**config.mk**
```make
export PLATFORM = sky130hd
export DESIGN_NAME = wb_uart_ctrl_flat
export DESIGN_NICKNAME = d
export VERILOG_FILES = /design/src/rtl/wb_uart_ctrl_if.sv /design/src/rtl/wb_uart_ctrl.sv /design/src/flat_wrapper.sv
export SDC_FILE = /design/constraint.sdc
export NUM_CORES = 1
export LEC_CHECK = 0
export CELL_PAD_IN_SITES_DETAIL_PLACEMENT = 1
export CELL_PAD_IN_SITES_GLOBAL_PLACEMENT = 2
export CORE_UTILIZATION = 23
export DETAILED_ROUTE_END_ITERATION = 10
export GPL_TIMING_DRIVEN = 0
export PLACE_DENSITY = 0.88
export SYNTH_ARGS = -nofsm -noshare
export SYNTH_HDL_FRONTEND = slang
export SYNTH_SLANG_ARGS = --single-unit
```
**constraint.sdc**
```tcl
create_clock -name clk -period 4.35 [get_ports clk]
set_input_delay 0.87 -clock clk [delete_from_list [all_inputs] [get_ports clk]]
set_output_delay 0.87 -clock clk [all_outputs]
set_load 0.03 [all_outputs]
```
**src/rtl/wb_uart_ctrl_if.sv**
```systemverilog
// ---------------------------------------------------------------------------
// wb_uart_ctrl_if
// Wishbone classic bus bundle between a bus master and the wb_uart_ctrl slave.
//   cyc_i/stb_i/we_i : cycle, strobe and write-enable from the master
//   adr_i            : byte address (ADR_W bits)
//   sel_i            : byte enables (DATA_W/8 bits)
//   dat_i            : write data from the master
//   dat_o            : read data from the slave, valid while ack_o=1
//   ack_o            : one-cycle acknowledge from the slave
// ---------------------------------------------------------------------------
interface wb_uart_ctrl_if #(
  parameter int DATA_W = 32,
  parameter int ADR_W  = 4
);
  logic                  wb_cyc_i;
  logic                  wb_stb_i;
  logic                  wb_we_i;
  logic [ADR_W-1:0]      wb_adr_i;
  logic [DATA_W/8-1:0]   wb_sel_i;
  logic [DATA_W-1:0]     wb_dat_i;
  logic [DATA_W-1:0]     wb_dat_o;
  logic                  wb_ack_o;

  modport master (
    output wb_cyc_i, wb_stb_i, wb_we_i, wb_adr_i, wb_sel_i, wb_dat_i,
    input  wb_dat_o, wb_ack_o
  );

  modport slave (
    input  wb_cyc_i, wb_stb_i, wb_we_i, wb_adr_i, wb_sel_i, wb_dat_i,
    output wb_dat_o, wb_ack_o
  );
endinterface

```
**src/rtl/wb_uart_ctrl.sv**
```systemverilog
// ---------------------------------------------------------------------------
// wb_uart_ctrl
// Wishbone classic slave that sequences a uart core's rx/tx FIFOs.
// Register map (adr[3:2]): 0 DATA (push/pop), 1 STATUS, 2 CTRL (irq enables),
// 3 DROP_CNT (tx bytes lost to a full FIFO, saturating, write clears).
// Ports:
//   clk       : system clock, rising edge
//   reset     : asynchronous active-low reset
//   wb        : Wishbone slave modport (cyc/stb/we/adr/sel/dat_i, dat_o/ack)
//   irq       : level interrupt, registered
//   rd_uart   : one-cycle pop strobe to the rx FIFO (ACK cycle only)
//   wr_uart   : one-cycle push strobe to the tx FIFO (ACK cycle only)
//   w_data    : tx byte, valid with wr_uart
//   rd_data   : rx FIFO head (first-word fall-through)
//   rx_empty  : rx FIFO empty flag
//   tx_full   : tx FIFO full flag
// The interface instance must use the same DATA_W/ADR_W as this module.
// ---------------------------------------------------------------------------
module wb_uart_ctrl #(
  parameter int DATA_W = 32,
  parameter int ADR_W  = 4
) (
  input  logic         clk,
  input  logic         reset,
  wb_uart_ctrl_if.slave wb,
  output logic         irq,
  output logic         rd_uart,
  output logic         wr_uart,
  output logic [7:0]   w_data,
  input  logic [7:0]   rd_data,
  input  logic         rx_empty,
  input  logic         tx_full
);

  typedef enum logic [0:0] {
    ST_IDLE = 1'b0,
    ST_ACK  = 1'b1
  } state_t;

  state_t              state_r;
  logic                ack_r;
  logic [DATA_W-1:0]   dat_o_r;
  logic                rd_uart_r;
  logic                wr_uart_r;
  logic [7:0]          w_data_r;
  logic                irq_r;
  logic                rx_ie_r;
  logic                tx_ie_r;
  logic [7:0]          drop_cnt_r;

  logic                accept_s;
  logic [1:0]          reg_sel_s;
  logic [DATA_W-1:0]   rdata_s;
  logic                unused_bits_s;

  // Saturating increment for the drop counter: sticks at 8'hFF.
  function automatic logic [7:0] sat_inc8(input logic [7:0] cnt);
    if (cnt == 8'hFF) begin
      return cnt;
    end else begin
      return cnt + 8'd1;
    end
  endfunction

  // Access decode and read-data mux, evaluated against the flags at the accepting edge.
  always_comb begin
    accept_s  = (state_r == ST_IDLE) && wb.wb_cyc_i && wb.wb_stb_i;
    reg_sel_s = wb.wb_adr_i[3:2];
    rdata_s   = '0;
    case (reg_sel_s)
      2'd0:    rdata_s[8:0] = {rx_empty, rd_data};
      2'd1:    rdata_s[1:0] = {tx_full, rx_empty};
      2'd2:    rdata_s[1:0] = {tx_ie_r, rx_ie_r};
      2'd3:    rdata_s[7:0] = drop_cnt_r;
      default: rdata_s      = '0;
    endcase
  end

  // Address/byte-lane/data bits that carry no meaning for this register file.
  assign unused_bits_s = ^{wb.wb_adr_i[1:0], wb.wb_sel_i[DATA_W/8-1:1], wb.wb_dat_i[DATA_W-1:8]};

  // Two-state access FSM; every output, register side effect and irq is registered here.
  always_ff @(posedge clk or negedge reset) begin
    if (!reset) begin
      state_r    <= ST_IDLE;
      ack_r      <= 1'b0;
      dat_o_r    <= '0;
      rd_uart_r  <= 1'b0;
      wr_uart_r  <= 1'b0;
      w_data_r   <= 8'h00;
      irq_r      <= 1'b0;
      rx_ie_r    <= 1'b0;
      tx_ie_r    <= 1'b0;
      drop_cnt_r <= 8'h00;
    end else begin
      irq_r <= (rx_ie_r && !rx_empty) || (tx_ie_r && !tx_full);
      case (state_r)
        ST_IDLE: begin
          if (accept_s) begin
            state_r   <= ST_ACK;
            ack_r     <= 1'b1;
            dat_o_r   <= wb.wb_we_i ? '0 : rdata_s;
            rd_uart_r <= 1'b0;
            wr_uart_r <= 1'b0;
            if (wb.wb_we_i) begin
              // Only byte lane 0 carries register data; other writes are no-ops.
              if (wb.wb_sel_i[0]) begin
                case (reg_sel_s)
                  2'd0: begin
                    if (!tx_full) begin
                      wr_uart_r <= 1'b1;
                      w_data_r  <= wb.wb_dat_i[7:0];
                    end else begin
                      drop_cnt_r <= sat_inc8(drop_cnt_r);
                    end
                  end
                  2'd1: begin
                    rx_ie_r <= rx_ie_r;
                  end
                  2'd2: begin
                    rx_ie_r <= wb.wb_dat_i[0];
                    tx_ie_r <= wb.wb_dat_i[1];
                  end
                  2'd3: begin
                    drop_cnt_r <= 8'h00;
                  end
                  default: begin
                    rx_ie_r <= rx_ie_r;
                  end
                endcase
              end else begin
                rx_ie_r <= rx_ie_r;
              end
            end else begin
              // Pop only when a valid byte was presented at the accepting edge.
              rd_uart_r <= (reg_sel_s == 2'd0) && !rx_empty;
            end
          end else begin
            ack_r     <= 1'b0;
            dat_o_r   <= '0;
            rd_uart_r <= 1'b0;
            wr_uart_r <= 1'b0;
          end
        end
        ST_ACK: begin
          // Unconditional return enforces the two-cycle minimum access spacing.
          state_r   <= ST_IDLE;
          ack_r     <= 1'b0;
          dat_o_r   <= '0;
          rd_uart_r <= 1'b0;
          wr_uart_r <= 1'b0;
        end
        default: begin
          state_r   <= ST_IDLE;
          ack_r     <= 1'b0;
          dat_o_r   <= '0;
          rd_uart_r <= 1'b0;
          wr_uart_r <= 1'b0;
        end
      endcase
    end
  end

  assign wb.wb_ack_o = ack_r;
  assign wb.wb_dat_o = dat_o_r;
  assign rd_uart     = rd_uart_r;
  assign wr_uart     = wr_uart_r;
  assign w_data      = w_data_r;
  assign irq         = irq_r;

endmodule

```
**src/flat_wrapper.sv**
```systemverilog
// flat-port wrapper written by rule: the top's interface ports become plain ports
module wb_uart_ctrl_flat 
#(
  parameter int DATA_W = 32,
  parameter int ADR_W  = 4
)
  (clk, reset, irq, rd_uart, wr_uart, w_data, rd_data, rx_empty, tx_full, wb_wb_cyc_i, wb_wb_stb_i, wb_wb_we_i, wb_wb_adr_i, wb_wb_sel_i, wb_wb_dat_i, wb_wb_dat_o, wb_wb_ack_o);
  wb_uart_ctrl_if #(.DATA_W(DATA_W), .ADR_W(ADR_W)) wb_i ();
  input  logic clk;
  input  logic reset;
  output logic irq;
  output logic rd_uart;
  output logic wr_uart;
  output logic [7:0] w_data;
  input  logic [7:0] rd_data;
  input  logic rx_empty;
  input  logic tx_full;
  input wire logic [$bits(wb_i.wb_cyc_i)-1:0] wb_wb_cyc_i;
  input wire logic [$bits(wb_i.wb_stb_i)-1:0] wb_wb_stb_i;
  input wire logic [$bits(wb_i.wb_we_i)-1:0] wb_wb_we_i;
  input wire logic [$bits(wb_i.wb_adr_i)-1:0] wb_wb_adr_i;
  input wire logic [$bits(wb_i.wb_sel_i)-1:0] wb_wb_sel_i;
  input wire logic [$bits(wb_i.wb_dat_i)-1:0] wb_wb_dat_i;
  output wire logic [$bits(wb_i.wb_dat_o)-1:0] wb_wb_dat_o;
  output wire logic [$bits(wb_i.wb_ack_o)-1:0] wb_wb_ack_o;
  assign wb_i.wb_cyc_i = wb_wb_cyc_i;
  assign wb_i.wb_stb_i = wb_wb_stb_i;
  assign wb_i.wb_we_i = wb_wb_we_i;
  assign wb_i.wb_adr_i = wb_wb_adr_i;
  assign wb_i.wb_sel_i = wb_wb_sel_i;
  assign wb_i.wb_dat_i = wb_wb_dat_i;
  assign wb_wb_dat_o = wb_i.wb_dat_o;
  assign wb_wb_ack_o = wb_i.wb_ack_o;
  wb_uart_ctrl #(.DATA_W(DATA_W), .ADR_W(ADR_W)) u_core (.clk(clk), .reset(reset), .wb(wb_i), .irq(irq), .rd_uart(rd_uart), .wr_uart(wr_uart), .w_data(w_data), .rd_data(rd_data), .rx_empty(rx_empty), .tx_full(tx_full));
endmodule
```
== After elaboration in Yosys (flattened, before gate mapping) ==
Index checks and enable logic that the tools add are counted.
Word-level totals
  register bits after elaboration: 54
  word-level logic and storage cells: 51
  output and inout port bits: 44
  input bits: 55
Cells by class
  $add $sub $neg: 1
  reduce and logical (&&, ||, !) cells: 13
  muxes and demuxes: 20
  eq/ne operators: 6
  bitwise logic cells: 2
Operators with widths (count)
  one-hot mux 32 bit (2 select lines): 1
  2-to-1 mux 32 bit: 1
  2-to-1 mux 8 bit: 2
  one-hot mux 8 bit (2 select lines): 1
  one-hot mux 6 bit (2 select lines): 1
  2-to-1 mux 1 bit: 9
  2-to-1 mux 9 bit: 1
  adder 8 x 1 -> 8 bit, second input constant: 1
  == test 8 bit, second input constant: 1
  one-hot mux 2 bit (4 select lines): 1
  AND reduction 7 bit: 1
  one-hot mux 1 bit (2 select lines): 3
  AND reduction 6 bit: 1
  logical AND 1 bit: 5
  AND reduction 5 bit: 1
  == test 2 bit, second input constant: 2
  inequality test 2 bit, second input constant: 2
  == test 2 x 1 -> 1 bit, second input constant: 1
  zero test 1 bit: 2
  zero test 2 bit: 1
  inverter 1 bit: 2
  nonzero test 2 bit: 1
  logical OR 1 bit: 1

== Depth between registers and ports, before layout ==
Gate-level depths: netlist of the first run.
  depth after elaboration: 6
  mapped depth: 6
  gate-level depth less buffers: 6

== Least setup slack after synthesis of the first run ==
OpenSTA, ideal clock, no wires.
  kind: in2reg
  start: input wb_wb_adr_i[2]
  end: register u_core.drop_cnt_r[0]
  setup time: 0.125 ns
  stages: 6
  arrival: 2.109 ns
  path buffers: 0
  setup slack: 2.116 ns
  cell sequence: inv_1 ha_1 mux2_2 nand4_1 a41oi_4 mux2_2
Between the ends
  word-level cells in the longest chain between the ends: 3
  elaborated cells between the ends (all ways): 7
  those cells by class: eq/ne: 3; mux: 1; reduce/logical: 3
RTL lines
  start, declared: line flat_wrapper.sv:21  | input wire logic [$bits(wb_i.wb_adr_i)-1:0] wb_wb_adr_i;
  zero test 2 bit / == test 2 bit (equally long branches): line wb_uart_ctrl.sv:108  | case (reg_sel_s)
  inequality test 2 bit (no line) / nonzero test 2 bit (equally long branches)
  AND reduction 7 bit (no line)
  end signal, assigned: line wb_uart_ctrl.sv:114  | drop_cnt_r <= sat_inc8(drop_cnt_r);
  end, declared: line wb_uart_ctrl.sv:49  | logic [7:0] drop_cnt_r;
Several ways; a longest one is shown, not always the timed one.
A chain may end at the register's enable or synchronous reset.

== Worst setup path after layout of the first run ==
  start: input wb_wb_adr_i[2]
  end: register u_core.w_data_r[2], in the netlist u_core.w_data[2]
Between the ends
  word-level cells in the longest chain between the ends: 2
RTL lines
  zero test 2 bit: line wb_uart_ctrl.sv:108
  AND reduction 6 bit (no line)
  end signal, assigned: line wb_uart_ctrl.sv:112  | w_data_r <= wb.wb_dat_i[7:0];
  end, declared: line wb_uart_ctrl.sv:45  | logic [7:0] w_data_r;
No other way between the ends.

==> summary.md, run 1 <==
| Metric | Value |
|---|---|
| Die X-Extent | 86.4 µm |
| Synth top cells by count | dfrtp_1 (31), buf_4 (23), mux2_2 (13) |
| Synth Area per Inst | 11.5 µm² |
| Slew @ Worst Pin | 707 ps |
| DR WL/cell | 11.6 µm |
| Post-cts resize count | 0 |
| Final setup viols | 0 |
| Number of enable flip-flop cells after synthesis | 0 |
| Congestion Overflow GR | 0 |
| Setup CP Type | in -> reg |
| Count leader, synth | dfrtp_1 |
| CTS tree | yes |
| Worst vdd ir | 0.0000916 V |
| Post-CTS setup buffer count | 0 |
| Total CTS buffers | 5 |
| Drt first pass iters | 4 |
| Unrepaired setup endpoints after global routing | false |
| Final core utilization | 0.349 |
| Cell taking the most area after synthesis | dfrtp_1 |
| HP Class | reg -> reg |
| Sequential share of the synthesized area | 0.473 |
| Residual DRC | 0 |
| Setup crit start kind | input port |
| DRT iter0 DRCs | 61 |
| Slew headroom | 0.528 |
| Detailed Route WL | 3640 µm |
| Yosys warning count | 0 |
| Initial Utilization | 0.240 |
| Post-synthesis cell count | 142 |
| Asr flop ratio synth | 1.00 |
| Initial antenna violation count | 0 |
| Post-route clock period utilization | 0.622 |
| LEAKAGE | 0.00111 µW |
| Tmin final | 2710 ps |
| Worst path arrival time | 2870 ps |
| Achievable Freq | 0.370 GHz |
| Clock sinks | 31 |
| Clock Skew | 4.24 ps |
| Root buf cell | clkbuf_8 |
| Drt via density | 3.97 |
| Core Area | 6830 µm² |
| Cell variety after synth | 29 |
| Top cells by area, synth | dfrtp_1 (47%), buf_4 (11%), mux2_2 (8.9%) |
| Area share of the largest cell type after synthesis | 0.473 |
| Die area | 7470 µm² |
| IO Port Bufs | 46 |
| FP Rows | 30 |
| Power per cell area | 306 nW/µm² |
| Total negative slack | 0 ps |
| I/O pins | 99 |
| Layout cell share with drive strength beyond 1 | 0.235 |
| N_diodes | 0 |
| Die H | 86.4 µm |
| Worst Path Max Fanout | 10 |
| Hpwl dp | 2850 µm |
| First-pass GRT wire length | 5610 µm |
| Final nets | 279 |
| Area Growth Syn to Fin | 45.5% |
| Clk slew on worst S/H paths | 60 ps |
| MaxCap Viol Count | 0 |
| Final ANT Viol Nets | 0 |
| Reg-to-reg critical path startpoint | u_core.drop_cnt_r[0]$_DFFE_PN0P_ |
| Ys flop type | dfrtp_1 |
| Later-pin clock latency in the skew report | 280 ps |
| Seq cells post-synth | 31 |
| Fin. max-slew vios | 0 |
| RD Place Congestion | 0.732 |
| Hold Crit Start | u_core.w_data[2]$_DFFE_PN0P_ |
| Cell area after synthesis | 1640 µm² |
| Type of destination of the critical path | flop |
| Cts hold-fix bufs | 0 |
| Final hold vios | 0 |
| H-tree Lvls | 2 |
| Routed vias | 1243 |
| Critical Path RT | 4510 ps |
| CTS max path bufs | 2 |
| Critical path launch point | wb_wb_adr_i[2] |
| Largest net degree at the start of global routing | 32 |
| Global-route usage over all layers | 0.0959 |
| Number of global-route vias before repair | 1247 |
| Number of fillers in the final layout | 811 |
| Outcome | completed |
report_power, final:
part           internal (µW)  switching, µW
Sequential               309           16.8
Combinational           82.2           93.5
Clock                    124            104
Total                    515            214
cell families (layout without fill, tap and decap cells):
family | count (synthesis) | count (layout) | share of synthesized area
mux | 13 | 13 | 0.0893
buf+inv | 31 | 84 | 0.124
simple gates | 30 | 30 | 0.127
fa+ha+maj | 7 | 7 | 0.0534
compound gates | 29 | 29 | 0.131
other cells | 1 | 23 | 0.00229
flops | 31 | 31 | 0.473
per-layer routing:
layer,track usage,vias up,share of wire
met5,0,-,0
met4,0.0409,0,0.013
met3,0.0190,4,0.068
met2,0.181,54,0.51
met1,0.103,579,0.41
li1,-,606,-
state kept, by name, summed over array words and instances, names as in the netlist:
name	count
u_core.drop_cnt_r	8
u_core.irq	1
u_core.rd_uart	1
u_core.rx_ie_r	1
u_core.state_r	1
u_core.tx_ie_r	1
u_core.w_data	8
u_core.wb.wb_dat_o	9
u_core.wr_uart	1
worst paths after layout:
check | endpoint | depth (start not counted) | slack, ps
worst min register to register | u_core.w_data[2]$_DFFE_PN0P_ | 1 | 510
worst max-delay path | u_core.w_data[2]$_DFFE_PN0P_ | 6 | 1640
max in group asynchronous | u_core.w_data[2]$_DFFE_PN0P_ | 1 | 3260
min in group asynchronous | u_core.wb.wb_dat_o[7]$_DFF_PN0_ | 1 | 640
worst max register to register | u_core.drop_cnt_r[1]$_DFFE_PN0P_ | 5 | 2370
worst min-delay path | u_core.w_data[2]$_DFFE_PN0P_ | 1 | 510
area by class of cell:
| type | instances | area, µm² | area share |
|---|---|---|---|
| timing repair buffer | 46 | 455 | 0.191 |
| multi-input combinational | 102 | 742 | 0.311 |
| clock inverter | 1 | 5.00 | 0.00210 |
| clock buffer | 6 | 82.6 | 0.0346 |
| tap | 96 | 120 | 0.0504 |
| sequential | 31 | 776 | 0.325 |
| inverter | 5 | 18.8 | 0.00787 |
| buffer | 26 | 185 | 0.0776 |
metrics by stage:
step	power, µW	std cells	area [µm²]	hold slack, ps	setup WS, ps
2_1_floorplan	437	164	1720	479	2120
3_3_place_gp	502	306	2300	490	1320
3_5_place_dp	508	306	2300	496	1280
4_1_cts	737	313	2390	511	1580
5_1_grt	760	313	2380	516	1460
6_report	729	313	2380	506	1640
worst max-delay path: stages:
cell	delay [ps]
clkdlybuf4s50_1	470
inv_1	140
ha_1	180
buf_2	230
nor4b_4	580
mux2_2	400
cell usage in the layout, fill, tap and decap left out, types with 2 or more instances in the layout:
cell,count
nor2_1,12
nor4b_1,2
a222oi_1,2
inv_1,5
buf_2,2
nand2_1,3
conb_1,23
ha_1,7
a21oi_1,12
buf_4,23
clkdlybuf4s50_1,45
clkbuf_8,6
a22oi_1,6
nand4_1,2
nor4b_4,2
clkbuf_1,2
o21a_1,5
mux2_2,13
nand2b_1,2
dfrtp_1,31
No activity file was read; power rests on OpenSTA's default activity.
==> inputs of run 2 (changes only) <==
--- a/config.mk
+++ b/config.mk
@@ -7,10 +7,10 @@
 export LEC_CHECK = 0
 export CELL_PAD_IN_SITES_DETAIL_PLACEMENT = 1
 export CELL_PAD_IN_SITES_GLOBAL_PLACEMENT = 2
-export CORE_UTILIZATION = 23
+export CORE_UTILIZATION = 19
 export DETAILED_ROUTE_END_ITERATION = 10
 export GPL_TIMING_DRIVEN = 0
-export PLACE_DENSITY = 0.88
+export PLACE_DENSITY = 0.78
 export SYNTH_ARGS = -nofsm -noshare
 export SYNTH_HDL_FRONTEND = slang
 export SYNTH_SLANG_ARGS = --single-unit
==> constraint.sdc (replaced) <==
create_clock -name clk -period 2.38 [get_ports clk]
set_input_delay 0.476 -clock clk [delete_from_list [all_inputs] [get_ports clk]]
set_output_delay 0.476 -clock clk [all_outputs]
set_load 0.03 [all_outputs]
==> summary.md, run 2 (synthesized netlist as in run 1, its figures left out) <==
| Metric | Value |
|---|---|
| Commonest non-fill, non-tap cell in the layout | clkdlybuf4s50_1 (unchanged) |
| Initial antenna violation count | 0 (unchanged) |
| Type of destination of the critical path | flop (unchanged) |
| Largest net degree at the start of global routing | 32 (unchanged) |
| Worst Path Max Fanout | 6 (was 10) |
| Final ANT Viol Nets | 0 (unchanged) |
| Clock Power Share | 0.374 (was 0.312) |
| Combinational power share | 0.219 (was 0.241) |
| Achievable Freq | 0.452 GHz |
| Die X-Extent | 94.9 µm (was 86.4 µm) |
| Clk slew on worst S/H paths | 70 ps (was 60 ps) |
| Number of global-route vias before repair | 1209 (was 1247) |
| Int Power | 1050 µW (was 515 µW) |
| Most frequent cells in the layout | clkdlybuf4s50_1 (44), dfrtp_1 (31), buf_4 (26) (was clkdlybuf4s50_1 (45), dfrtp_1 (31), buf_4 (23), conb_1 (23), mux2_2 (13)) |
| CP max stage cell | clkdlybuf4s50_1 (was nor4b_4) |
| Initial Utilization | 0.197 (was 0.240) |
| Area occupied by multi-input gates | 742 µm² (unchanged) |
| DRT iter0 DRCs | 24 (was 61) |
| Later-pin clock latency in the skew report | 290 ps (was 280 ps) |
| Die area | 9000 µm² (was 7470 µm²) |
| Switching Power | 411 µW (was 214 µW) |
| Buf+Inv Stages, Crit Path | 2 (was 3) |
| Worst Reg-to-Reg Cells | 5 (unchanged) |
| Post-route clock period utilization | 0.929 |
| Pre-CTS setup slack | -332 ps (was 1280 ps) |
| CTS tree | yes (unchanged) |
| Root buf cell | clkbuf_8 (unchanged) |
| Worst vdd ir | 0.000180 V (was 0.0000916 V) |
| Crit-path leading delay family | buffers and inverters (unchanged) |
| DP Area | 2310 µm² (was 2300 µm²) |
| Critical Path RT | 2560 ps (was 4510 ps) |
| Drt via density | 3.83 (was 3.97) |
| First-pass GRT wire length | 5950 µm (was 5610 µm) |
| WP depth | 7 (was 6) |
| Layout cell share with drive strength beyond 1 | 0.252 (was 0.235) |
| Detailed Route WL | 3900 µm (was 3640 µm) |
| IO Port Bufs | 46 (unchanged) |
| Fin. max-slew vios | 0 (unchanged) |
| Max reg flops | 9 (unchanged) |
| Number of fillers in the final layout | 944 (was 811) |
| DR WL/cell | 11.9 µm (was 11.6 µm) |
| Worst path cell trace | clkdlybuf4s50_1 > inv_1 > ha_1 > mux2_2 > nand4_1 > a41oi_4 > mux2_2 (was clkdlybuf4s50_1 > inv_1 > ha_1 > buf_2 > nor4b_4 > mux2_2) |
| Routed wl met3 | 283 µm (was 249 µm) |
| Routed vias | 1253 (was 1243) |
| Cts hold-fix bufs | 0 (unchanged) |
| FP Rows | 33 (was 30) |
| Worst path arrival time | 2390 ps (was 2870 ps) |
| Final setup viols | 0 (unchanged) |
| Finished Cell Area | 2470 µm² (was 2380 µm²) |
| Tmin final | 2210 ps |
| Global-route usage over all layers | 0.0909 (was 0.0959) |
| Clock sinks | 31 (unchanged) |
| Clock Skew | 10.3 ps (was 4.24 ps) |
| Register area | 776 µm² (unchanged) |
| Met1 WL | 1680 µm (was 1490 µm) |
| Residual DRC | 0 (unchanged) |
| Reg power frac | 0.407 (was 0.447) |
| CP max stage delay | 530 ps (was 580 ps) |
| Final nets | 283 (was 279) |
| LEAKAGE | 0.00116 µW (was 0.00111 µW) |
| Setup crit start kind | input port (unchanged) |
| H-tree Lvls | 2 (unchanged) |
| Setup CP Type | in -> reg (unchanged) |
| Critical path's most frequent cell | mux2_2 |
| Power per cell area | 592 nW/µm² (was 306 nW/µm²) |
| RD Place Congestion | 0.773 (was 0.732) |
| Slew @ Worst Pin | 694 ps (was 707 ps) |
| Unrepaired setup endpoints after global routing | false (unchanged) |
| Drt first pass iters | 4 (unchanged) |
| Final setup margin | 169 ps (was 1640 ps) |
| Area Growth Syn to Fin | 50.8% (was 45.5%) |
| Core Area | 8300 µm² (was 6830 µm²) |
| Die H | 94.9 µm (was 86.4 µm) |
| Total CTS buffers | 5 (unchanged) |
| I/O pins | 99 (unchanged) |
| Hpwl dp | 2990 µm (was 2850 µm) |
| CTS max path bufs | 2 (unchanged) |
| HP Class | in -> async (was reg -> reg) |
| Final hold vios | 0 (unchanged) |
| Final Power | 1460 µW (was 729 µW) |
| Slew headroom | 0.538 (was 0.528) |
| MaxCap Viol Count | 0 (unchanged) |
| Sw Share | 0.280 (was 0.294) |
| Met2 routed WL | 1850 µm (was 1840 µm) |
| Outcome | completed (unchanged) |
| Congestion Overflow GR | 0 (unchanged) |
| N_diodes | 0 (unchanged) |
| DR top layer | met4 (unchanged) |
## run 2: layer usage
layer	GRT usage	vias up
met1	0.102	589
li1	-	613
met2	0.150	46
met4	0.0530	0
met5	0	-
met3	0.0306	5
## run 2: power groups by stage
stage	clock [µW]	combinational (µW)	sequential (µW)
6_report	547	321	595
5_1_grt	586	348	600
4_1_cts	558	323	595
3_5_place_dp	0	322	605
3_3_place_gp	0	318	602
2_1_floorplan	0	156	642
## run 2: worst paths after layout
kind / start / end / slack (ps)
max: wb_wb_adr_i[3] / u_core.drop_cnt_r[0]$_DFFE_PN0P_ / 170
min: reset / u_core.drop_cnt_r[7]$_DFFE_PN0P_ / 220
min reg2reg: u_core.w_data[4]$_DFFE_PN0P_ / u_core.w_data[4]$_DFFE_PN0P_ / 510
min in group clk: u_core.w_data[4]$_DFFE_PN0P_ / u_core.w_data[4]$_DFFE_PN0P_ / 510
max in group asynchronous: reset / u_core.drop_cnt_r[2]$_DFFE_PN0P_ / 1700
max reg2reg: u_core.drop_cnt_r[0]$_DFFE_PN0P_ / u_core.drop_cnt_r[0]$_DFFE_PN0P_ / 450
## run 2: area by class of cell
type / count / area share
Multi-Input combinational cell: 102 / 0.300
Buffer: 26 / 0.0749
Tap cell: 105 / 0.0532
Clock buffer: 6 / 0.0334
Clock inverter: 2 / 0.0142
Timing Repair Buffer: 50 / 0.203
Sequential cell: 31 / 0.314
Inverter: 5 / 0.00759
## run 2: repair_timing
item,CTS,global route
cloned,0,0
setup buffers,1,3
pin swaps,0,0
endpoints found under the setup margin,8,2
resized for setup,0,1
## run 2: worst register-to-register path, cell delays in order (launching register included)
cell and delay, ps:
dfrtp_1 450, ha_1 260, and3_1 220, and3_4 210, a41oi_4 310, mux2_2 370
## run 2: per-stage QoR
step,utilization,instances,hold slack [ps],TNS [ps]
after CTS,0.295,324,265,0
after global routing,0.298,327,269,0
after global placement,0.279,315,489,-2770
after detailed placement,0.278,315,500,-3300
final,0.298,327,218,0
after floorplan,-,164,180,0
